## src/rtl/btn_debounce.sv

```systemverilog
// Multi-channel button debouncer with press/release pulses, sampled on divider taps.
// Optional auto-repeat on held buttons: define BTN_AUTOREPEAT_EN.
module btn_debounce #(
    parameter int N_BTN        = 4,
    parameter int TAP          = 17,
    parameter int STABLE_CNT   = 4,
    parameter int REPEAT_DELAY = 32,
    parameter int REPEAT_TICKS = 8
) (
    input  logic             clk,
    input  logic             rst,
    input  logic [31:0]      clkdiv,
    input  logic [N_BTN-1:0] btn_in,
    output logic [N_BTN-1:0] btn_level,
    output logic [N_BTN-1:0] btn_press,
    output logic [N_BTN-1:0] btn_release
);

    localparam logic [3:0] CNT_LAST = 4'(STABLE_CNT - 1);

    logic [N_BTN-1:0] sync1;
    logic [N_BTN-1:0] sync2;
    logic             tap_prev;
    logic             tick;
    logic [3:0]       cnt [N_BTN];
    logic [N_BTN-1:0] accept;
    logic [N_BTN-1:0] rpt;
    logic             unused_div;

    assign unused_div = ^clkdiv;
    assign tick       = clkdiv[TAP] & ~tap_prev;

    always_ff @(posedge clk or negedge rst) begin
        if (!rst) begin
            sync1    <= '0;
            sync2    <= '0;
            tap_prev <= 1'b0;
        end else begin
            sync1    <= btn_in;
            sync2    <= sync1;
            tap_prev <= clkdiv[TAP];
        end
    end

    always_comb begin
        accept = '0;
        for (int i = 0; i < N_BTN; i++) begin
            accept[i] = tick && (sync2[i] != btn_level[i])
                        && (cnt[i] == CNT_LAST);
        end
    end

    // Any agreeing sample restarts the count, so bounces never accumulate.
    always_ff @(posedge clk or negedge rst) begin
        if (!rst) begin
            btn_level <= '0;
            for (int i = 0; i < N_BTN; i++) cnt[i] <= '0;
        end else if (tick) begin
            for (int i = 0; i < N_BTN; i++) begin
                if (sync2[i] == btn_level[i]) begin
                    cnt[i] <= '0;
                end else if (accept[i]) begin
                    cnt[i]       <= '0;
                    btn_level[i] <= sync2[i];
                end else begin
                    cnt[i] <= cnt[i] + 4'd1;
                end
            end
        end
    end

`ifdef BTN_AUTOREPEAT_EN
    localparam logic [7:0] HOLD_LAST   = 8'(REPEAT_DELAY - 1);
    localparam logic [7:0] HOLD_RELOAD = 8'(REPEAT_DELAY - REPEAT_TICKS);

    logic [7:0] hold [N_BTN];

    // A tick that accepts a release never repeats.
    always_comb begin
        rpt = '0;
        for (int i = 0; i < N_BTN; i++) begin
            rpt[i] = tick && btn_level[i] && !accept[i]
                     && (hold[i] == HOLD_LAST);
        end
    end

    always_ff @(posedge clk or negedge rst) begin
        if (!rst) begin
            for (int i = 0; i < N_BTN; i++) hold[i] <= '0;
        end else begin
            for (int i = 0; i < N_BTN; i++) begin
                if (!btn_level[i] || accept[i]) begin
                    hold[i] <= '0;
                end else if (tick) begin
                    if (rpt[i]) hold[i] <= HOLD_RELOAD;
                    else        hold[i] <= hold[i] + 8'd1;
                end
            end
        end
    end
`else
    assign rpt = '0;
`endif

    always_ff @(posedge clk or negedge rst) begin
        if (!rst) begin
            btn_press   <= '0;
            btn_release <= '0;
        end else begin
            btn_press   <= (accept & sync2) | rpt;
            btn_release <= accept & ~sync2;
        end
    end

endmodule
```

## config.mk

```make
export PLATFORM = sky130hd
export DESIGN_NAME = btn_debounce
export DESIGN_NICKNAME = d
export VERILOG_FILES = /design/src/rtl/btn_debounce.sv
export SDC_FILE = /design/constraint.sdc
export NUM_CORES = 1
export LEC_CHECK = 0
export BUFFER_PORTS_ARGS = -buffer_cell sky130_fd_sc_hd__buf_2
export CAP_MARGIN = 0
export CELL_PAD_IN_SITES_DETAIL_PLACEMENT = 2
export CELL_PAD_IN_SITES_GLOBAL_PLACEMENT = 2
export CORE_MARGIN = 1
export CORE_UTILIZATION = 28
export DETAILED_ROUTE_END_ITERATION = 16
export GPL_ROUTABILITY_DRIVEN = 0
export PLACE_DENSITY = 0.74
export SYNTH_ARGS = -nofsm -noshare
export SYNTH_HDL_FRONTEND = slang
export SYNTH_SLANG_ARGS = --single-unit
```

## constraint.sdc

```tcl
create_clock -name clk -period 1.25 [get_ports clk]
set_input_delay 0.1875 -clock clk [delete_from_list [all_inputs] [get_ports clk]]
set_output_delay 0.1875 -clock clk [all_outputs]
set_load 0.05 [all_outputs]
```

# Word-level counts from Yosys, hierarchy flattened
# Cells that the tools add are included.
# word_totals
regBits,37
word_cells,58
input_bits,38
out_inout_bits,12
# classes
addsub,4
eq_ne,12
n_mux,8
bitwise,9
reduce_logical,12
# op_table
cell,count
two-way mux 4 bit,8
adder 4 x 1 -> 4 bit (second input constant),4
== test 4 x 2 -> 1 bit (second input constant),4
AND reduction 3 bit,4
bitwise AND 4 bit,2
logical AND 1 bit,8
inverter 1 bit,5
== test 1 bit,4
!= test 1 bit,4
inverter 4 bit,1
bitwise AND 1 bit,1

# Depth between registers and ports, before layout
# logic_depth
depth_word,6
ltp_mapped,4
mapped_depth_nobuf,4

# Worst setup path after synthesis
# Ideal clock, no wire load.
# synth_timing
path_type,reg2reg
from,register btn_level[0]
to,register cnt[14] (netlist bit)
arrival_time_ns,1.242
setup_ns,0.122
n_path_buf,0
slack_ns,-0.114
path_stages_with_launch,4
period_less_slack_ns,1.364
required_ns,1.128
cell_sequence,dfrtp_1 > xnor2_1 > nor2_1 > a32o_1
# synth_via
elab_chain_len,5
word_cells_on_any_way,6
cone_classes,eq/ne (2); mux (2); reduce/logical (2)
# synth_rtl
item,line,source
"start, declared",14,"output logic [N_BTN-1:0] btn_level,"
"start signal, assigned by index",64,btn_level[i] <= sync2[i];
!= test 1 bit,48,accept[i] = tick && (sync2[i] != btn_level[i])
logical AND 1 bit,48,
logical AND 1 bit,49,&& (cnt[i] == CNT_LAST);
two-way mux 4 bit,62,end else if (accept[i]) begin
two-way mux 4 bit *,60,if (sync2[i] == btn_level[i]) begin
"end signal, assigned by index",66,cnt[i] <= cnt[i] + 4'd1;
"end, declared",25,logic [3:0] cnt [N_BTN];
# Mark *: on every way between the ends. The rest lies on a longest branch, timed or not.
# A chain may end at the register's enable or synchronous reset.

# Worst setup path after layout
# layout_timing
from,register cnt[0] (netlist bit)
to,register btn_level[3]
# layout_via
elab_chain_len,3
# layout_rtl
item,line
== test 4 x 2 -> 1 bit,49
logical AND 1 bit,49
AND reduction 3 bit (no source line),--
# No other way between the ends.

==> results.md <==
- Skew-Pair Late Insertion Delay: approximately 0.30 ns
- Max_slew headroom: approximately 70%
- Most common cell after layout, fill and taps aside: dfrtp_1
- Layout Skew: 0.0141 ns
- Most frequent cells in the layout: dfrtp_1 (32), buf_4 (18), buf_2 (17)
- P per Cell Area: roughly 1800 nW/um^2
- Max cap viols: 0
- FP Rows: 26
- Leakage: about 0.0010 uW
- CTS root buf: clkbuf_8
- Slew Viols, Final: 0
- Initial antenna violation count: 0
- Gate Count Post-Synth: between 100 and 150
- Sink Count: 37
- Area Growth Syn to Fin: 47.6%
- Drt total wl: about 4200 um
- Min Hold Slack: 0.116 ns
- Fmax: 0.748 GHz
- Failing checks: setup timing
- DR pass1 iterations: 4
- Hold Vio Cnt, Final: 0
- Placement Setup Slack: -0.168 ns
- DR WL/cell: 17.3 um
- Avg Cell Area, Syn: 12.6 um^2
- Max FO, Critical Path: 2
- Fill cell total of the finished layout: ~510
- Min Tclk post-route: between 1 and 1.5 ns
- Maximum buffer depth of the clock tree: 2
- Fin util: a little over two fifths
- Ys Warns: 0
- # IOs: 50
- TritonCTS clock tree: built
- Drt via density: roughly 4.7
- DIE AREA: 5760 um^2
- Final WS setup: -0.0874 ns
- First-pass GRT wire length: 6840 um
- Crit Path Class: flip-flop to flip-flop
- Sum Neg Setup Slack: -0.640 ns
- Outcome: finished, violations left
- DP HPWL: between 2000 and 3000 um
- Syn nets: 163
- Yosys cell types: 20
- CP Data Required Time: between 1 and 1.5 ns
- IO buf count: 18
- Antenna cells: 0
- Synth Cell Area: 1530 um^2
- Final Non-Filler Cells: roughly 250
- Largest net degree at the start of global routing: 38
- Startpoint Class: flip-flop
- GRT Total Usage: between 10% and 20%
- Initial Utilization: between 20 and 30%
- Register area share after synthesis: 60.6%
- Post-synthesis register bit count: 37
- Layout cell share with drive strength beyond 1: a little under three fifths
- Placed Instances: between 200 and 250
- H-Tree Depth: 2
- Initial DRC count: between 40 and 50
- Clk pin slew, worst setup/hold paths: approximately 0.080 ns
- Final ANT Viol Nets: 0
- Die height: 75.9 um
- Hold Crit Class: input port to flip-flop
- Worst setup EP type: flip-flop
- Maximum VDD drop: between 0.7 and 0.8 mV
- Worst Path Arrival: 1.52 ns
- Die W: 75.9 um
- Remaining DRCs: 0
- Least-Margin Pin Slew: 0.480 ns
- RSZ-0062 raised after global routing: yes
- Vias: around 1200
- Placeable Area: approximately 5200 um^2
- CTS Buf Count: 5
- Nets@finish: around 220
- Finish-stage setup viols: 12
- Vias in the first global route: ~1300
- Tcrit/Tclk final: 107%
- Grt ovf: 0
[metal layers]
metal  share of wire (%)  track usage [%]
met1                  40             18.9
met2                  55             31.2
met3                 2.8             4.50
met4                 1.7             5.76
met5                   0                0
[cell usage after synthesis (all sizes together)]
cell type	n	share of area, %
and3	4	1.6
buf	2	1.1
nand2b	1	0.41
mux2	4	3.2
and2b	1	0.57
nor2	8	2.0
a32o	4	2.6
nor2b	8	3.3
ha	4	3.3
nor3b	12	7.2
o21ai	12	3.9
nand2	12	3.4
a22o	8	4.6
xnor2	4	2.3
dfrtp	37	61
[cells by family after synthesis]
group / synth area share, %
compound gates: 11.1
fa+ha+maj: 3.27
mux: 3.19
buf+inv: 1.06
flops: 60.6
simple gates: 18.5
xor+xnor: 2.29
[stage by stage]
step           total power (uW)  cell area [um^2]
5_1_grt                    4250              2260
3_3_place_gp               2620              1850
3_5_place_dp               2770              1850
2_1_floorplan              2270              1560
4_1_cts                    3840              2150
6_report                   4020              2260
[worst paths after layout]
| path | startpoint | end | slack [ns] | cells past startpoint |
|---|---|---|---|---|
| max reg2reg | cnt[0] | btn_level[3] | -0.09 | 4 |
| min in group asynchronous | rst | btn_press[2] | 0.46 | 3 |
| min | clkdiv[17] | tap_prev | 0.12 | 2 |
| min reg2reg | sync1[3] | sync2[3] | 0.35 | 0 |
| max in group asynchronous | rst | btn_level[0] | 0.41 | 3 |
| max | cnt[0] | btn_level[3] | -0.09 | 4 |
[critical path: stages, from the launching register on]
cell and delay, ns:
dfrtp_1 0.38, ha_2 0.20, nor3b_4 0.25, nand2_2 0.10
mux2_4 0.30
[sequential cells by signal, indices dropped and copies added (netlist names)]
register     count
tap_prev         1
btn_release      4
btn_press        4
sync2            4
sync1            4
btn_level        4
cnt             16
[cell type report]
| type | instances | area [um^2] | area share [%] |
|---|---|---|---|
| sequential | 37 | 932 | 41.3 |
| multi-input combinational | 82 | 786 | 34.8 |
| timing repair buffer | 48 | 365 | 16.2 |
| tap | 70 | 87.6 | 3.88 |
| clock buffer | 5 | 68.8 | 3.05 |
| clock inverter | 3 | 17.5 | 0.776 |
[report_power, final]
group | switching (uW) | internal (uW)
Clock | 445 | 385
Sequential | 233 | 1400
Combinational | 768 | 784
Total | 1450 | 2570
[what timing repair did]
action,in CTS,in global routing
setup buffers,8,4
pin swaps,11,10
hold endpoints to repair,41,0
setup endpoints to repair,22,23
resized for setup,23,25
hold buffers,5,0
(Power assumes the default switching activity.)
